## config.mk

```make
export PLATFORM = sky130hd
export DESIGN_NAME = regfile_bist
export DESIGN_NICKNAME = d
export VERILOG_FILES = /design/src/rtl/regfile_bist_pkg.sv /design/src/rtl/regfile_bist_checker.sv /design/src/rtl/regfile_bist.sv
export SDC_FILE = /design/constraint.sdc
export NUM_CORES = 1
export LEC_CHECK = 0
export BUFFER_PORTS_ARGS = -buffer_cell sky130_fd_sc_hd__buf_2
export CAP_MARGIN = 10
export CORE_MARGIN = 2
export CORE_UTILIZATION = 48
export DETAILED_ROUTE_END_ITERATION = 6
export GPL_TIMING_DRIVEN = 0
export PLACE_DENSITY = 0.78
export SLEW_MARGIN = 20
export SYNTH_ARGS = -nofsm -noshare
export SYNTH_HDL_FRONTEND = slang
export SYNTH_SLANG_ARGS = --single-unit
```

## constraint.sdc

```tcl
create_clock -name clk -period 4 [get_ports clk]
set_input_delay 0.6 -clock clk [delete_from_list [all_inputs] [get_ports clk]]
set_output_delay 0.6 -clock clk [all_outputs]
set_load 0.02 [all_outputs]
```

## src/rtl/regfile_bist_pkg.sv

```systemverilog
// Shared types, constants and the march pattern/expectation helpers for regfile_bist.
// Optional feature macro: REGFILE_BIST_R0_ZERO_EN (register 0 expected to read as zero).
package regfile_bist_pkg;

  localparam int DATA_W = 32;
  localparam int ADDR_W = 5;
  localparam int ERR_W  = 16;

  localparam logic [DATA_W-1:0] PAT0  = 32'h5555_5555;
  localparam logic [ADDR_W-1:0] A_MAX = '1;

  typedef enum logic [2:0] {
    ST_IDLE   = 3'd0,
    ST_WRITE0 = 3'd1,
    ST_READ0  = 3'd2,
    ST_WRITE1 = 3'd3,
    ST_READ1  = 3'd4,
    ST_DONE   = 3'd5
  } state_t;

  // Data written at addr during a write phase; inv selects the complement pass.
  function automatic logic [DATA_W-1:0] pattern(input logic inv, input logic [ADDR_W-1:0] addr);
    logic [DATA_W-1:0] p;
    p = PAT0 ^ {{(DATA_W-ADDR_W){1'b0}}, addr};
    return inv ? ~p : p;
  endfunction

  // Data a healthy register file must return for addr during a read phase.
  function automatic logic [DATA_W-1:0] expected(input logic inv, input logic [ADDR_W-1:0] addr);
`ifdef REGFILE_BIST_R0_ZERO_EN
    if (addr == '0) return '0;
`endif
    return pattern(inv, addr);
  endfunction

endpackage

```

## src/rtl/regfile_bist_checker.sv

```systemverilog
// Two-port read-data comparator with a saturating mismatch counter and first-failure latch.
import regfile_bist_pkg::*;

module regfile_bist_checker (
  input  logic              clk,
  input  logic              reset,
  input  logic              clear_i,
  input  logic              chk_en_i,
  input  logic [DATA_W-1:0] rdata1_i,
  input  logic [DATA_W-1:0] rdata2_i,
  input  logic [DATA_W-1:0] exp1_i,
  input  logic [DATA_W-1:0] exp2_i,
  input  logic [ADDR_W-1:0] addr1_i,
  input  logic [ADDR_W-1:0] addr2_i,
  output logic [ERR_W-1:0]  err_count_o,
  output logic [ADDR_W-1:0] fail_addr_o,
  output logic              fail_port_o
);

  logic [ERR_W-1:0]  err_q, err_d;
  logic [ADDR_W-1:0] fail_addr_q, fail_addr_d;
  logic              fail_port_q, fail_port_d;
  logic              seen_q, seen_d;
  logic              mis1, mis2;
  logic [ERR_W:0]    sum;

  assign mis1 = chk_en_i && (rdata1_i != exp1_i);
  assign mis2 = chk_en_i && (rdata2_i != exp2_i);

  always_comb begin
    sum         = {1'b0, err_q} + (ERR_W+1)'(mis1) + (ERR_W+1)'(mis2);
    err_d       = sum[ERR_W] ? '1 : sum[ERR_W-1:0];
    fail_addr_d = fail_addr_q;
    fail_port_d = fail_port_q;
    seen_d      = seen_q;
    // Port 0 wins when both ports miss on the very first failing cycle.
    if (!seen_q && (mis1 || mis2)) begin
      seen_d      = 1'b1;
      fail_addr_d = mis1 ? addr1_i : addr2_i;
      fail_port_d = !mis1;
    end
    if (clear_i) begin
      err_d       = '0;
      fail_addr_d = '0;
      fail_port_d = 1'b0;
      seen_d      = 1'b0;
    end
  end

  always_ff @(posedge clk) begin
    if (reset) begin
      err_q       <= '0;
      fail_addr_q <= '0;
      fail_port_q <= 1'b0;
      seen_q      <= 1'b0;
    end else begin
      err_q       <= err_d;
      fail_addr_q <= fail_addr_d;
      fail_port_q <= fail_port_d;
      seen_q      <= seen_d;
    end
  end

  assign err_count_o = err_q;
  assign fail_addr_o = fail_addr_q;
  assign fail_port_o = fail_port_q;

endmodule

```

## src/rtl/regfile_bist.sv

```systemverilog
// March BIST controller for the 32x32 2R1W register file (write, verify, write ~, verify).
// Optional feature macro: REGFILE_BIST_R0_ZERO_EN (register 0 hardwired to zero).
import regfile_bist_pkg::*;

module regfile_bist (
  input  logic              clk,
  input  logic              reset,
  input  logic              start,
  output logic              busy,
  output logic              done,
  output logic              pass,
  output logic [ERR_W-1:0]  err_count,
  output logic [ADDR_W-1:0] fail_addr,
  output logic              fail_port,
  output logic              we,
  output logic [ADDR_W-1:0] writeaddr,
  output logic [DATA_W-1:0] writedata,
  output logic [ADDR_W-1:0] readaddr1,
  output logic [ADDR_W-1:0] readaddr2,
  input  logic [DATA_W-1:0] readdata1,
  input  logic [DATA_W-1:0] readdata2,
  output state_t            dbg_state
);

  state_t            state_q, state_d;
  logic [ADDR_W-1:0] a_q, a_d;
  logic              start_acc;
  logic              chk_en;
  logic              inv;
  logic [DATA_W-1:0] exp1, exp2;

  always_ff @(posedge clk) begin
    if (reset) begin
      state_q <= ST_IDLE;
      a_q     <= '0;
    end else begin
      state_q <= state_d;
      a_q     <= a_d;
    end
  end

  // Address sweeps up in phases 0/1 and down in phases 2/3.
  always_comb begin
    state_d   = state_q;
    a_d       = a_q;
    start_acc = 1'b0;
    case (state_q)
      ST_IDLE, ST_DONE: begin
        if (start) begin
          state_d   = ST_WRITE0;
          a_d       = '0;
          start_acc = 1'b1;
        end
      end
      ST_WRITE0: begin
        if (a_q == A_MAX) begin
          state_d = ST_READ0;
          a_d     = '0;
        end else begin
          a_d = a_q + 1'b1;
        end
      end
      ST_READ0: begin
        if (a_q == A_MAX) begin
          state_d = ST_WRITE1;
          a_d     = A_MAX;
        end else begin
          a_d = a_q + 1'b1;
        end
      end
      ST_WRITE1: begin
        if (a_q == '0) begin
          state_d = ST_READ1;
          a_d     = A_MAX;
        end else begin
          a_d = a_q - 1'b1;
        end
      end
      ST_READ1: begin
        if (a_q == '0) state_d = ST_DONE;
        else           a_d     = a_q - 1'b1;
      end
      default: begin
        state_d = ST_IDLE;
        a_d     = '0;
      end
    endcase
  end

  always_comb begin
    busy      = 1'b0;
    done      = 1'b0;
    we        = 1'b0;
    writeaddr = '0;
    writedata = '0;
    readaddr1 = '0;
    readaddr2 = '0;
    chk_en    = 1'b0;
    inv       = (state_q == ST_WRITE1) || (state_q == ST_READ1);
    case (state_q)
      ST_WRITE0, ST_WRITE1: begin
        busy      = 1'b1;
        we        = 1'b1;
        writeaddr = a_q;
        writedata = pattern(inv, a_q);
      end
      ST_READ0, ST_READ1: begin
        busy      = 1'b1;
        chk_en    = 1'b1;
        readaddr1 = a_q;
        readaddr2 = ~a_q;
      end
      ST_DONE: done = 1'b1;
      default: ;
    endcase
  end

  assign exp1      = expected(inv, readaddr1);
  assign exp2      = expected(inv, readaddr2);
  assign pass      = done && (err_count == '0);
  assign dbg_state = state_q;

  regfile_bist_checker u_checker (
    .clk         (clk),
    .reset       (reset),
    .clear_i     (start_acc),
    .chk_en_i    (chk_en),
    .rdata1_i    (readdata1),
    .rdata2_i    (readdata2),
    .exp1_i      (exp1),
    .exp2_i      (exp2),
    .addr1_i     (readaddr1),
    .addr2_i     (readaddr2),
    .err_count_o (err_count),
    .fail_addr_o (fail_addr),
    .fail_port_o (fail_port)
  );

endmodule

```

==> results of run 1 <==
cell families after synthesis:
logic type,Yosys count,share of synthesized area (%)
flip-flops,31,20.1
multiplexers,1,0.324
adder cells (fa/ha/maj),7,3.08
AND/OR/NAND/NOR,188,36.1
XOR/XNOR,28,8.18
buffers and inverters,65,12.1
AO/OA/AOI/OAI,91,20.1
per-layer routing:
layer / up-vias / track usage [%] / part of all wire (%)
li1: 1773 / - / -
met1: 1684 / 33.8 / 41
met2: 170 / 47.6 / 49
met3: 25 / 6.19 / 8.1
met4: 0 / 9.82 / 1.8
met5: - / 0 / 0
critical path, cell delays in order (launching register included):
cell and delay [ps]:
dfxtp_1 430, buf_4 240, buf_2 250, o2bb2ai_1 150, a2bb2oi_1 90, o2111a_1 190
buf_2 200, nand2_1 100, nand2_1 70, fa_1 430, inv_1 70, ha_1 180
and3_1 220, and3_1 290, nand3_1 170, or2_4 340, a21oi_1 160
Yosys cell counts, types with 8 or more instances:
cell type  instances
nand4_1           12
xor2_1            16
nand2_1           26
buf_4             26
clkbuf_1          14
xnor2_1           11
nor3_1            11
o21ai_0           15
nor4bb_1          19
nor2b_1            8
inv_1             12
nand2b_1           8
nor2_1            46
a21oi_1           33
dfxtp_1           31
nand3_1           12
sequential cells by signal, summed over array words and instances, names as in the netlist:
| signal | flops |
|---|---|
| u_checker.err_count_o | 16 |
| a_q | 5 |
| u_checker.fail_addr_o | 5 |
| dbg_state | 3 |
| u_checker.fail_port_o | 1 |
| u_checker.seen_q | 1 |
repair_timing:
| item | in CTS | in global routing |
|---|---|---|
| gates resized for setup | 4 | 2 |
| setup endpoints to repair | 10 | 14 |
| buffers inserted | 2 | 0 |
| pin swaps | 1 | 0 |
per-stage QoR:
stage	util (%)	TNS, ps	power [mW]	setup slack (ps)
global route	64.3	0	0.875	82.9
finish	64.3	0	0.843	316
floorplan	-	0	0.434	209
CTS	64.2	0	0.839	144
global placement	62.0	-1120	0.506	-115
detailed placement	62.0	-1800	0.510	-202
power breakdown:
group	switching, mW	total (mW)	internal (mW)
combinational	0.109	0.194	0.0840
sequential	0.00429	0.315	0.311
clock	0.133	0.335	0.202
layout make-up:
| class | count | area, µm² | area share, % |
|---|---|---|---|
| repair buffers | 143 | 721 | 17.9 |
| clock buffers | 6 | 82.6 | 2.05 |
| multi-input cells | 315 | 2110 | 52.3 |
| clock inverters | 2 | 35.0 | 0.868 |
| well taps | 77 | 96.3 | 2.39 |
| flip-flops and latches | 31 | 621 | 15.4 |
| plain buffers | 49 | 315 | 7.81 |
| inverters | 14 | 55.1 | 1.36 |
worst min path at each step:
stage / start / end / slack [ps] / depth (start not counted)
floorplan: u_checker.seen_q / u_checker.seen_q / 450 / 2
global placement: u_checker.seen_q / u_checker.seen_q / 460 / 2
detailed placement: u_checker.seen_q / u_checker.seen_q / 470 / 2
CTS: u_checker.seen_q / u_checker.seen_q / 490 / 2
global route: u_checker.seen_q / u_checker.seen_q / 520 / 2
finish: u_checker.seen_q / u_checker.seen_q / 500 / 2
==> metrics, run 1 <==
global-route wire length before repair 16400 µm; CORE AREA 6280 µm²; layout net count 633; total CTS buffers 5; drt pass-1 iters 5; DRC 0; Cell variety after synth 65; commonest non-fill, non-tap cell in the layout buf_2; CP Data Required Time 4210 ps; WL/cell 15.6 µm; Mapped Area 3090 µm²; DR iter-0 viols 365; origin of the worst setup path dbg_state[0]; clock sinks 31; Worst Setup Path Type flip-flop to flip-flop; Starting Density 49.2%; hold_ws 502 ps; Ports 143; Mean Syn Cell Area 7.51 µm²; DIE AREA 7090 µm²; R2R setup slack 320 ps; Die H 84.2 µm; Period Utilization, post-route 92.1%; most frequent cells in the layout buf_2 (146), nor2_1 (46), a21oi_1 (33); Max IR drop VDD 0.171 mV; Longest Clk Path Bufs 2; Design Area, Final 4040 µm²; number of global-route vias before repair 3594; Routed Antenna Nets 0; num rows 29; DRT Wirelength 9950 µm; Tot GR Track Use 27.6%; Synth Instances 411; Synth top area share 20.1%; Post-synth ARST share 0%; Seq cells post-synth 31; max frequency 271 MHz; area delta synth->final 30.7%; Rel. slew slack 47.1%; initial antenna violation count 0; RSZ-0062 raised after global routing no; CP Data Arrival Time 3900 ps; layout cells sized above 1 36.6%; Clock Skew 6.89 ps; Clk Latency, worst-skew pair 290 ps; critical path fanouts, max 13; hold_buf cts 0; Main synth FF type dfxtp_1; dpl hpwl 7500 µm; Clock transition at path regs 80 ps; critical path capture point u_checker.err_count_o[4]; worst min path class flip-flop to flip-flop; final hold violation count 0; startpoint types flip-flop; H-tree depth 2; input/output buffers 141; Slew Limit Fails 0; run status completed; fillers 574; CTS root buf clkbuf_8; Crit Reg-Reg Startpoint dbg_state[0]; Final setup viols 0; # diodes 0; CTS tree done; Mapped Nets 485; Max-Cap Viols 0; gr ovfl total 0; Synth warnings 0; Slew @ Worst Pin 787 ps; vias per std cell 5.73; ranking of synthesized cells by area dfxtp_1 (20%), buf_4 (6.3%), nor4bb_1 (6.2%), nor2_1 (5.6%), a21oi_1 (5.3%); Non-Filler Instances 637; RD Place Congestion 0.922; power per cell area 209 nW/µm²; largest net degree at the start of global routing 15; CP endpoint kind flip-flop; static leakage 1.90 nW; clock period minus worst slack 3680 ps; R2R depth 16; area post-placement 3890 µm²; Seq/Total Area, Yosys 20.1%; RR Endpoint u_checker.err_count_o[4]; dpl cells 629; number of flops mapped to enable cells by yosys 0; Die X 84.2 µm; vias 3652; Yosys top cell by area dfxtp_1
Power figures use the tool's default switching activity.
==> inputs of run 2 (changes only) <==
Settings changed: CTS_BUF_LIST set to sky130_fd_sc_hd__clkbuf_16.
==> metrics, run 2 (synthesis results as in run 1) <==
gr ovfl total 0 (unchanged); area delta synth->final 32.2% (was 30.7%); Final WS setup 327 ps (was 316 ps); Clock transition at path regs 60 ps (was 80 ps); slowest CP cell fa_1 (was dfxtp_1); CP Data Arrival Time 3880 ps (was 3900 ps); DRC 0 (unchanged); Slew Limit Fails 0 (unchanged); startpoint types flip-flop (unchanged); WP depth 16 (unchanged); layout cells sized above 1 36.4% (was 36.6%); vias 3735 (was 3652); Longest Clk Path Bufs 2 (unchanged); DRT Wirelength 10100 µm (was 9950 µm); static leakage 1.92 nW (was 1.90 nW); Slew @ Worst Pin 844 ps (was 787 ps); R2R depth 16 (unchanged); Max-Cap Viols 0 (unchanged); Sum Neg Setup Slack 0 ps (unchanged); Clk Latency, worst-skew pair 280 ps (was 290 ps); Max IR drop VDD 0.196 mV (was 0.171 mV); CP endpoint kind flip-flop (unchanged); WL/cell 15.9 µm (was 15.6 µm); register area 621 µm² (unchanged); input/output buffers 141 (unchanged); Non-Filler Instances 637 (unchanged); Largest register FFs 16 (unchanged); CORE AREA 6280 µm² (unchanged); Die H 84.2 µm (unchanged); Routed Antenna Nets 0 (unchanged); most frequent cells in the layout buf_2 (146), nor2_1 (46), a21oi_1 (33) (unchanged); hold_ws 500 ps (was 502 ps); Rel. slew slack 43.2% (was 47.1%); WP buf/inv 4 (unchanged); multi-input logic area 2110 µm² (unchanged); Ports 143 (unchanged); drt pass-1 iters 5 (unchanged); Tot GR Track Use 27.7% (was 27.6%); Top delay family on crit path simple AND/OR/NAND/NOR gates (unchanged); H-tree depth 2 (unchanged); CP Data Required Time 4200 ps (was 4210 ps); fillers 560 (was 574); # diodes 0 (unchanged); Design Area, Final 4080 µm² (was 4040 µm²); RSZ-0062 raised after global routing no (unchanged); crit path cell chain buf_6, buf_2, o32ai_1, xor2_1, nor4_2, buf_4, nand2_1, nand2_1, fa_1, inv_1, ha_1, and3_1, and3_1, nand3_1, or2_4, a21oi_1 (was buf_4, buf_2, o2bb2ai_1, a2bb2oi_1, o2111a_1, buf_2, nand2_1, nand2_1, fa_1, inv_1, ha_1, and3_1, and3_1, nand3_1, or2_4, a21oi_1); RD Place Congestion 0.922 (unchanged); total CTS buffers 5 (unchanged); dpl cells 629 (unchanged); Period Utilization, post-route 91.8% (was 92.1%); commonest non-fill, non-tap cell in the layout buf_2 (unchanged); Final setup viols 0 (unchanged); Die X 84.2 µm (unchanged); area post-placement 3890 µm² (unchanged); layout net count 633 (unchanged); number of global-route vias before repair 3626 (was 3594); dpl hpwl 7500 µm (unchanged); global-route wire length before repair 16400 µm (about the same); max frequency 272 MHz (was 271 MHz); clock period minus worst slack 3670 ps (was 3680 ps); CTS root buf clkbuf_16 (was clkbuf_8); largest net degree at the start of global routing 15 (unchanged); vias per std cell 5.86 (was 5.73); clock sinks 31 (unchanged); initial antenna violation count 0 (unchanged); DIE AREA 7090 µm² (unchanged); critical path fanouts, max 13 (unchanged); Worst Setup Path Type flip-flop to flip-flop (unchanged); Starting Density 49.2% (unchanged); power per cell area 231 nW/µm² (was 209 nW/µm²); final hold violation count 0 (unchanged); DR iter-0 viols 444 (was 365); hold depth 2 (unchanged); num rows 29 (unchanged); run status completed (unchanged); Worst path max stage delay 430 ps (about the same); hold_buf cts 0 (unchanged); worst min path class flip-flop to flip-flop (unchanged); CTS tree done (unchanged); Clock Skew 3.07 ps (was 6.89 ps); pre-CTS setup slack -202 ps (unchanged)
run 2: what timing repair did:
| action | 4_1_cts | 5_1_grt |
|---|---|---|
| endpoints found under the setup margin | 10 | 14 |
| setup buffers | 2 | 0 |
| endpoints found under the hold margin | 0 | 0 |
| pin swaps | 1 | 0 |
| gates resized for setup | 4 | 2 |
run 2: per-layer routing:
layer / global-route usage [%] / routed length, µm
met3: 5.90 / 811
met4: 9.97 / 252
met5: 0 / 0
met1: 33.8 / 4080
met2: 48.1 / 5000
run 2: area by class of cell:
| cell class | count | area share (%) |
|---|---|---|
| Inverter | 14 | 1.35 |
| Clock buffer | 5 | 3.07 |
| Tap cell | 77 | 2.36 |
| Clock inverter | 3 | 0.950 |
| Sequential cell | 31 | 15.2 |
| Multi-Input combinational cell | 315 | 51.7 |
| Timing Repair Buffer | 143 | 17.7 |
| Buffer | 49 | 7.73 |
run 2: path summary, 6_finish.rpt:
path         slack [ps]                       end        startpoint
max                 330  u_checker.err_count_o[4]      dbg_state[1]
max reg2reg         330  u_checker.err_count_o[4]      dbg_state[1]
min                 500          u_checker.seen_q  u_checker.seen_q
min reg2reg         500          u_checker.seen_q  u_checker.seen_q
run 2: where the power goes:
group / internal, mW / switching (mW)
sequential: 0.311 / 0.00427
combinational: 0.0840 / 0.112
clock: 0.290 / 0.143
run 2: stage by stage:
stage	utilization [%]	total power, mW
2_1_floorplan	-	0.434
3_3_place_gp	62.0	0.506
6_report	65.0	0.944
4_1_cts	65.0	0.941
3_5_place_dp	62.0	0.510
5_1_grt	65.0	0.975
run 2: tightest hold or removal path, delay by kind of cell (launching register included):
kind	cells	cell delay (ps)
AO/OA/AOI/OAI	1	60
buffers and inverters	1	70
flip-flops	1	320
